<file path="src/rtl/piece_mover.sv">
// rtl/piece_mover.sv - falling-piece controller for an 8x4 block board
// Optional HARD_DROP_EN adds a drop input that forces one gravity row per cycle.
module piece_mover #(
  parameter int GRAVITY_DIV = 8
) (
  input  logic        clka,
  input  logic        restart,
  input  logic        start,
  input  logic [1:0]  curr_piece,
  input  logic [31:0] board_in,
  input  logic        left,
  input  logic        right,
`ifdef HARD_DROP_EN
  input  logic        drop,
`endif
  output logic [31:0] board_out,
  output logic        landed,
  output logic        game_over,
  output logic [2:0]  state
);

  typedef enum logic [2:0] {
    S_IDLE  = 3'd0,
    S_SPAWN = 3'd1,
    S_FALL  = 3'd2,
    S_LAND  = 3'd3,
    S_OVER  = 3'd4
  } state_t;

  // Bit masks of the leftmost and rightmost columns across all eight rows.
  localparam logic [31:0] COL0_MASK = 32'h1111_1111;
  localparam logic [31:0] COL3_MASK = 32'h8888_8888;

  state_t      r_state;
  logic [31:0] r_settled;
  logic [31:0] r_mask;
  logic [7:0]  r_cnt;
  logic [31:0] r_board_out;
  logic        r_landed;
  logic        r_game_over;

  logic [31:0] w_spawn;
  logic [31:0] w_down;
  logic [31:0] w_left;
  logic [31:0] w_right;
  logic        w_can_down;
  logic        w_can_left;
  logic        w_can_right;
  logic        w_grav;

  always_comb begin
    w_spawn = 32'h0;
    case (curr_piece)
      2'b00:   w_spawn = 32'h0000_0002;
      2'b01:   w_spawn = 32'h0000_0022;
      2'b10:   w_spawn = 32'h0000_0066;
      default: w_spawn = 32'h0000_0062;
    endcase
  end

  assign w_down      = r_mask << 4;
  assign w_left      = r_mask >> 1;
  assign w_right     = r_mask << 1;
  assign w_can_down  = (r_mask[31:28] == 4'h0) && ((w_down & r_settled) == 32'h0);
  assign w_can_left  = ((r_mask & COL0_MASK) == 32'h0) && ((w_left & r_settled) == 32'h0);
  assign w_can_right = ((r_mask & COL3_MASK) == 32'h0) && ((w_right & r_settled) == 32'h0);

`ifdef HARD_DROP_EN
  logic r_drop;
  assign w_grav = (r_cnt == 8'(GRAVITY_DIV - 1)) || drop || r_drop;
`else
  assign w_grav = (r_cnt == 8'(GRAVITY_DIV - 1));
`endif

  always_ff @(posedge clka) begin
    if (restart) begin
      r_state     <= S_IDLE;
      r_settled   <= 32'h0;
      r_mask      <= 32'h0;
      r_cnt       <= 8'h0;
      r_board_out <= 32'h0;
      r_landed    <= 1'b0;
      r_game_over <= 1'b0;
`ifdef HARD_DROP_EN
      r_drop      <= 1'b0;
`endif
    end else begin
      r_board_out <= r_settled | r_mask;
      r_landed    <= 1'b0;
      case (r_state)
        S_IDLE: begin
          if (start) begin
            r_settled <= board_in;
            r_mask    <= w_spawn;
            r_state   <= S_SPAWN;
          end
        end
        S_SPAWN: begin
          if ((r_mask & r_settled) != 32'h0) begin
            r_game_over <= 1'b1;
            r_state     <= S_OVER;
          end else begin
            r_cnt   <= 8'h0;
            r_state <= S_FALL;
          end
        end
        S_FALL: begin
`ifdef HARD_DROP_EN
          if (drop) r_drop <= 1'b1;
`endif
          if (w_grav) begin
            r_cnt <= 8'h0;
            if (w_can_down) begin
              r_mask <= w_down;
            end else begin
              // landed is raised on entry so it is high exactly while state is LAND
              r_state  <= S_LAND;
              r_landed <= 1'b1;
            end
          end else begin
            r_cnt <= r_cnt + 8'h1;
            if (left && !right && w_can_left) begin
              r_mask <= w_left;
            end else if (right && !left && w_can_right) begin
              r_mask <= w_right;
            end
          end
        end
        S_LAND: begin
          r_settled <= r_settled | r_mask;
          r_mask    <= 32'h0;
          r_state   <= S_IDLE;
`ifdef HARD_DROP_EN
          r_drop    <= 1'b0;
`endif
        end
        S_OVER: begin
        end
        default: r_state <= S_IDLE;
      endcase
    end
  end

  assign board_out = r_board_out;
  assign landed    = r_landed;
  assign game_over = r_game_over;
  assign state     = r_state;

endmodule

</file>
<file path="config.mk">
export PLATFORM = sky130hd
export DESIGN_NAME = piece_mover
export DESIGN_NICKNAME = d
export VERILOG_FILES = /design/src/rtl/piece_mover.sv
export SDC_FILE = /design/constraint.sdc
export NUM_CORES = 1
export LEC_CHECK = 0
export ABC_CLOCK_PERIOD_IN_PS = 2000
export CORE_AREA = 5 5 114 116
export DETAILED_ROUTE_END_ITERATION = 8
export DIE_AREA = 0 0 119 121
export PLACE_DENSITY = 0.73
export SLEW_MARGIN = 20
export SYNTH_ARGS = -nofsm -noshare
export SYNTH_HDL_FRONTEND = slang
export SYNTH_SLANG_ARGS = --single-unit
</file>
<file path="constraint.sdc">
create_clock -name clka -period 2 [get_ports clka]
set_input_delay 0.2 -clock clka [delete_from_list [all_inputs] [get_ports clka]]
set_output_delay 0.2 -clock clka [all_outputs]
set_load 0.03 [all_outputs]
</file>
* Yosys cells after proc, flatten, opt, wreduce, memory -nomap -nowiden
Index checks and enable logic that the tools add are counted.
Storage, ports and cells: register bits after elaboration 109, logic and storage cells 74
Cells by class: add/subtract/negate cells 1, equality and inequality tests 13, mux-type cells 18, bitwise operators 8, reduce and logical (&&, ||, !) cells 27
Operators with widths (count):
- 2-to-1 mux 32 bit | 6
- logical NOT 32 bit | 5
- AND 32 bit | 3
- one-hot mux 32 bit (3 select lines) | 1
- one-hot mux 32 bit (2 select lines) | 1
- AND 31 x 32 -> 32 bit | 1
- bitwise OR 32 bit | 1
- nonzero test 32 bit | 1
- one-hot mux 7 bit (3 select lines) | 1
- 2-to-1 mux 8 bit | 2
- one-hot mux 8 bit (2 select lines) | 1
- 2-to-1 mux 3 bit | 4
- one-hot mux 3 bit (4 select lines) | 1
- adder 8 x 1 -> 8 bit, second input constant | 1
- equality test 8 x 3 -> 1 bit, second input constant | 1
- inequality test 2 bit, second input constant | 4
- AND reduction 4 bit | 2
- logical AND 1 bit | 7
- equality test 3 x 2 -> 1 bit, second input constant | 2
- AND reduction 2 bit | 3
- logical NOT 4 bit | 1
- inequality test 4 bit, second input constant | 1
- nonzero test 2 bit | 2
- equality test 3 x 1 -> 1 bit, second input constant | 1
- other kinds (11) | 14

* Depth between registers and ports, before layout
Gate-level depths: netlist (run 1).
depth after elaboration 8, mapped depth 10

* Worst setup path after synthesis (run 1)
Ideal clock, no wire load.
kind register to register, start point register r_mask[5], end point register r_mask[16], data arrival time 2100 ps, setup slack -239 ps, stages on the path, launching flop included 11, buffers on the path 3, period minus slack after synthesis 2239 ps, cells stage by stage dfxtp_1 -> buf_6 -> a22o_1 -> a221oi_2 -> nand3_1 -> or4_1 -> buf_6 -> nor3b_4 -> nor2_8 -> buf_8 -> o32ai_2
Between the ends: cells in the longest elaborated chain, start to end 7, elaborated cells on any way between the ends 17
RTL lines:
- start: declaration | line 36 | logic [31:0] r_mask;
- start signal: assignment | line 94 | r_mask <= w_spawn;
- start signal: assignment | line 114 | r_mask <= w_down;
- start signal: assignment | line 123 | r_mask <= w_left;
- AND 31 x 32 -> 32 bit | line 65 | assign w_can_left = ((r_mask & COL0_MASK) == 32'h0) && ((w_left & r_settled) == 32'h0);
- logical NOT 32 bit | line 65
- logical AND 1 bit | line 65
- logical AND 1 bit | line 122 | if (left && !right && w_can_left) begin
- 2-to-1 mux 32 bit | line 122
- 2-to-1 mux 32 bit | line 111 | if (w_grav) begin
- one-hot mux 32 bit (3 select lines) | line 90 | case (r_state)
Several ways; a longest one is shown, not always the timed one. A chain may end at the register's enable or synchronous reset.

* Worst setup path after layout (run 1)
start point register r_settled[4], end point register r_mask[28]
Between the ends: cells in the longest elaborated chain, start to end 7, elaborated cells on any way between the ends 17
RTL lines:
- start: declaration | line 35 | logic [31:0] r_settled;
- start signal: assignment | line 93 | r_settled <= board_in;
- start signal: assignment | line 130 | r_settled <= r_settled | r_mask;
- AND 31 x 32 -> 32 bit | line 65
- logical NOT 32 bit | line 65
- logical AND 1 bit | line 65
- logical AND 1 bit | line 122
- 2-to-1 mux 32 bit | line 122
- 2-to-1 mux 32 bit | line 111
- one-hot mux 32 bit (3 select lines) | line 90
- end signal: assignment | line 114
- end signal: assignment | line 123
- end signal: assignment | line 125 | r_mask <= w_right;
Several ways; a longest one is shown, not always the timed one.

==> summary.txt, run 1 <==
Timing
  – Tightest Pin Transition: 0.420 ns
  – Final hold violations: 0
  – Clk_skew: 0.0102 ns
  – Setup slack after layout: -0.320 ns
  – Fmax: 431 MHz
  – Final period util: 116%
  – Slew HR: 71.8%
  – Final hold slack: 0.336 ns
  – Pins over their slew limit: 0
  – Post-route setup TNS: -9.78 ns
  – Final Critical Period: 2.32 ns
  – Final setup viols: 40
  – RSZ-0062 raised after global routing: yes

Die
  – Die Wd: 119 um
  – Die area: 14400 um2
  – Initial Utilization: 46.8%
  – Height of the chip: 121 um
  – Placement Rows: 40
  – Core area: 11800 um2
  – I/O pin count: 76

Critical path
  – Worst EP arrival: 2.55 ns
  – R2R setup slack: -0.32 ns
  – Setup crit end kind: flop
  – Setup CP Type: reg -> reg
  – Critical path fanouts, max: 8
  – Reg-to-reg endpoint: r_mask[28]
  – Reg-to-Reg Start: r_settled[4]
  – R2R depth: 9
  – CP Launch Type: flop
  – Worst EP required: 2.23 ns

Place
  – Placer Congestion: 0.940
  – Port bufs: 75
  – Final HPWL DP: 16.9 mm

Routing
  – Initial DRC Count: 696
  – Post-DRT Antenna Nets: 0
  – DRC: 0
  – Via/cell ratio: 6.40
  – DRT Pass-1 Iters: 5
  – Drt total wl: 23.4 mm
  – DR WL/cell: 25.2 um
  – Vias: 5931

Outcome
  – Failing checks: negative setup slack
  – Outcome: complete, but fails checks

CTS
  – H-tree levels: 3
  – TritonCTS Buffers: 9
  – Clk pin slew, worst setup/hold paths: 0.07 ns
  – CTS Hold Buffers Added: 0
  – Clock sinks: 109
  – CTS tree: built
  – Clk_lat worst skew: 0.36 ns
  – CTS Root Cell: clkbuf_16
  – Clk buf depth: 2

Synth
  – Syn Std Cell Area: 5530 um2
  – Synth area leader: dfxtp_1
  – Gate Count Post-Synth: 613
  – Synth Area per Inst: 9.02 um2
  – YS warnings: 0
  – Seq/Total Area, Yosys: 39.5%
  – Top FF cell, synth: dfxtp_1
  – Top cells by area, synth: dfxtp_1, a22oi_1, o221a_2
  – Post-synth top cells: dfxtp_1, nor2_1, a22oi_1
  – FFs w/ async S/R, synth: 0%
  – Top cell type's share of synthesized area: 39.5%
  – Most numerous cell in the Yosys netlist: dfxtp_1
  – Post-synth EDFFs: 0
  – Syn Nets: 653
  – #FFs+latches synth: 109
  – Yosys cell types: 53

Global route
  – Vias in the first global route: 6031
  – First-pass GRT wire length: 35.4 mm
  – Overflow after GRT: 0
  – Initial antenna violation count: 0
  – Total Routing Usage GR: 32.0%
  – Largest net degree at the start of global routing: 77

Min path
  – Hold Path Class: in -> reg
  – WHS Path Cells: 3
  – Hold path endpoint: r_settled[22]
  – HP Start: restart

Cells and area
  – Synthesis-to-finish area growth: 45.7%
  – Fillers: 930
  – Share of layout cells above drive strength 1: 37.9%
  – Final core occ: 68.2%
  – Nets: 817
  – Diode count: 0

Power
  – Pwr dens: 1540 nW/um2
  – Pwr Total: 12.4 mW
  – Leak: 3.15 nW
  – VDD IR max: 1.36 mV

Flow run
  – Max-cap violations: 0
## worst max-delay path, cell delays in order, from the launching register on
cell and delay [ns]:
dfxtp_2 0.33, a22o_1 0.25, a221oi_2 0.21, nand3_1 0.10, or4_4 0.62, buf_6 0.16
buf_12 0.13, mux2i_1 0.12, a22oi_1 0.18, o32ai_2 0.10
## flip-flops by register name, indices dropped and copies added (netlist names)
| name | cells |
|---|---|
| r_mask | 32 |
| r_settled | 32 |
| board_out | 32 |
| state | 3 |
| r_cnt | 8 |
| game_over | 1 |
| landed | 1 |
## logic make-up after synthesis
group	Yosys count	share of synthesized area (%)
AOI/OAI and AO/OA	220	33.6
and+or+nand+nor	163	14.9
DFF	109	39.5
buffers and inverters	103	8.71
muxes	17	3.10
adders and majority gates	1	0.226
## how the worst max path moves through the flow
stage	from	to	slack, ns	cells after the start
CTS	r_settled[4]	r_mask[30]	-0.29	9
global placement	right	r_mask[2]	-0.58	9
detailed placement	left	r_mask[2]	-0.63	8
global route	r_cnt[7]	r_mask[10]	-0.40	8
finish	r_settled[4]	r_mask[28]	-0.32	9
floorplan	r_mask[5]	r_mask[16]	-0.21	10
## layout make-up
class                      instances  area, um2  area share (%)
clock inverter                     4       50.0           0.622
timing repair buffer             222       2010            25.0
sequential                       109       2190            27.2
tap                              147        184            2.28
inverter                          34        128            1.58
multi-input combinational        401       3250            40.4
clock buffer                      10        239            2.97
## power breakdown
group	total, mW	internal (mW)	switching, mW
registers	3.26	2.79	0.475
clock network	1.80	0.990	0.810
logic	7.30	3.18	4.12
## layer usage
metal  up-vias  wire [um]  global-route usage, %
met3        63       2270                   7.93
met1      2865       9590                   41.9
met5         -          0                      0
li1       2661          -                      -
met4         0        814                   12.6
met2       342      10700                   50.7
## layout by cell type, fill, tap and decap left out, types with 4 or more instances in the layout
cell             instances
nand4_1                  9
a22oi_2                 17
inv_1                   33
buf_12                   8
buf_4                  126
a221oi_2                 4
a22o_1                   4
nand3_1                  8
a21oi_1                 12
nor2_1                  76
and3_1                   4
a22oi_1                 56
a21oi_2                 12
a31oi_1                 32
a211oi_2                11
nand2_1                 15
nor3_1                  12
mux2i_1                 16
dfxtp_1                105
clkdlybuf4s50_1         73
buf_6                   11
nor3_2                   7
o221a_2                 32
clkbuf_16               10
o31ai_2                  4
o32ai_2                 13
## stage by stage
stage	worst slack (ns)	cell area [um2]	std cells
global route	-0.395	8050	927
global placement	-0.581	7330	905
floorplan	-0.214	5610	613
finish	-0.320	8050	927
detailed placement	-0.631	7330	905
CTS	-0.294	7900	925
## timing repair
action                                  CTS  global route
cloned                                    2             1
hold endpoints to repair                  0             0
setup buffers                             4             1
endpoints found under the setup margin   39            42
pin swaps                                12             9
gates resized for setup                  55            25
Power figures use the tool's default switching activity.
==> inputs of run 2 (changes only) <==
--- a/config.mk
+++ b/config.mk
@@ -7,3 +7,3 @@
 export LEC_CHECK = 0
-export ABC_CLOCK_PERIOD_IN_PS = 2000
+export ABC_CLOCK_PERIOD_IN_PS = 2100
 export CORE_AREA = 5 5 114 116
==> constraint.sdc (replaced) <==
create_clock -name clka -period 2.1 [get_ports clka]
set_input_delay 0.315 -clock clka [delete_from_list [all_inputs] [get_ports clka]]
set_output_delay 0.315 -clock clka [all_outputs]
set_load 0.03 [all_outputs]
==> run 2 against run 1 <==
The run still ends with negative setup slack left. Power is 9.7% lower. Combinational power is 12% lower. Non-clock buffer count is 12 lower. Hold slack better by 0.14 ns. Routed wire length is 6.9% lower. Sequential cell count stayed put. Largest power group unchanged.
==> summary.txt, run 2 (synthesis results as in run 1) <==
Power
  – VDD IR max: 1.04 mV (-24%)
  – Leak: 3.06 nW (-3.1%)
  – Pwr dens: 1440 nW/um2 (-6.4%)
  – Pwr Total: 11.2 mW (-9.7%)

Routing
  – DRC: 0 (unchanged)
  – Initial DRC Count: 800 (+15%)
  – Vias: 5853 (-1.3%)
  – DR WL/cell: 23.7 um (-5.9%)
  – DRT Pass-1 Iters: 5 (unchanged)
  – Drt total wl: 21.8 mm (-6.9%)
  – Via/cell ratio: 6.38 (-0.24%)
  – Post-DRT Antenna Nets: 0 (unchanged)

Timing
  – Setup slack after layout: -0.323 ns (-0.00324 ns)
  – Pins over their slew limit: 0 (unchanged)
  – Slew HR: 67.7% (-4.0 points)
  – Final hold violations: 0 (unchanged)
  – Clk_skew: 0.00560 ns (-0.00459 ns)
  – Fmax: 413 MHz (-4.3%)
  – Final period util: 115% (-0.61 points)
  – Final setup viols: 34 (-15%)
  – RSZ-0062 raised after global routing: yes
  – Final Critical Period: 2.42 ns (+0.103 ns)
  – Tightest Pin Transition: 0.484 ns (+0.0635 ns)

Critical path
  – Worst EP required: 2.35 ns (+0.12 ns)
  – Critical path fanouts, max: 8 (unchanged)
  – Setup CP Type: reg -> reg
  – Worst EP arrival: 2.67 ns (+0.12 ns)
  – CP Launch Type: flop
  – Setup crit end kind: flop
  – R2R setup slack: -0.32 ns (about the same)

Cells and area
  – Final core occ: 65.8% (-2.4 points)
  – Share of layout cells above drive strength 1: 32.7% (-5.2 points)
  – Diode count: 0 (unchanged)
  – Fillers: 951 (+2.3%)
  – Most common cell after layout, fill and taps aside: buf_4
  – Nets: 805 (-1.5%)
  – Synthesis-to-finish area growth: 40.5%
  – Commonest non-fill, non-tap cells in the layout: buf_4, dfxtp_1, nor2_1

CTS
  – CTS Hold Buffers Added: 0 (unchanged)
  – H-tree levels: 3 (unchanged)
  – Clock sinks: 109 (unchanged)
  – Clk pin slew, worst setup/hold paths: 0.07 ns (about the same)
  – Clk buf depth: 2 (unchanged)
  – CTS Root Cell: clkbuf_16
  – CTS tree: built
  – TritonCTS Buffers: 9 (unchanged)
  – Clk_lat worst skew: 0.36 ns (about the same)

Global route
  – Vias in the first global route: 5826 (-3.4%)
  – First-pass GRT wire length: 33.8 mm (-4.6%)
  – Initial antenna violation count: 0 (unchanged)
  – Total Routing Usage GR: 30.1% (-1.9 points)
  – Largest net degree at the start of global routing: 77 (unchanged)
  – Overflow after GRT: 0 (unchanged)

Flow run
  – Max-cap violations: 0 (unchanged)

Outcome
  – Failing checks: negative setup slack
  – Outcome: complete, but fails checks

Die
  – Die area: 14400 um2 (unchanged)
  – Initial Utilization: 46.8% (unchanged)
  – Die Wd: 119 um (unchanged)
  – Placement Rows: 40 (unchanged)
  – Core area: 11800 um2 (unchanged)
  – I/O pin count: 76 (unchanged)
  – Height of the chip: 121 um (unchanged)

Place
  – Final HPWL DP: 16.0 mm (-5.7%)
  – Placer Congestion: 0.929 (-1.1%)
  – Port bufs: 75 (unchanged)

Min path
  – Hold Path Class: in -> reg
run 2: cell count changes in the layout (fill, tap and decap cells not counted), moves of 6 or more:
cell     previous run  this run
nor3_2              7         1
nor3_1             12        20
buf_6              11         5
a22oi_2            17         9
a22oi_1            56        64
buf_4             126       120
run 2: path summary, 6_finish.rpt:
check	start	to	cells past startpoint
min reg2reg	r_cnt[6]	r_cnt[6]	1
max	r_cnt[7]	r_mask[3]	9
min	restart	r_cnt[0]	3
max reg2reg	r_cnt[7]	r_mask[3]	9
run 2: layer usage:
layer | vias up | routed length, um | share of wire [%] | global-route usage (%)
met4 | 0 | 821 | 3.8 | 13.1
li1 | 2635 | - | - | -
met3 | 68 | 2090 | 9.6 | 5.41
met1 | 2783 | 9000 | 41 | 40.8
met5 | - | 0 | 0 | 0
met2 | 367 | 9860 | 45 | 46.9
run 2: area by class of cell:
type                    count  area (um2)  area share, %
inverters                  34         128           1.64
well taps                 147         184           2.37
repair buffers            210        1930           24.9
multi-input cells         401        3050           39.3
clock inverters             6        47.5          0.612
clock buffers              10         239           3.08
flip-flops and latches    109        2190           28.1
run 2: stage by stage:
stage               setup slack [ns]  std cells  hold WS, ns  area (um2)  setup TNS, ns
global route                  -0.405        917        0.515        7770         -11.35
floorplan                     -0.114        613        0.439        5600          -2.27
CTS                           -0.299        917        0.487        7730          -7.85
detailed placement            -0.635        896        0.467        7260         -17.16
finish                        -0.323        917        0.472        7770          -8.27
global placement              -0.584        896        0.460        7260         -16.51
run 2: what timing repair did:
item                       CTS  global route
cloned                       2             0
resized for setup           25             8
setup endpoints to repair   40            41
pin swaps                    1             3
setup buffers                3             0
run 2: critical path: stages (launching register included):
cell and delay [ns]:
dfxtp_2 0.32, or4_1 0.52, or3_4 0.35, buf_6 0.13, nor3_4 0.11, a21boi_4 0.26
a21o_4 0.15, nor2_8 0.06, buf_12 0.16, a41o_1 0.25
run 2: where the power goes:
group	leakage (nW)	internal [mW]	switching, mW
Combinational	2.03	2.77	3.64
Sequential	0.895	2.65	0.438
Clock	0.127	0.844	0.821
Total	3.06	6.27	4.90
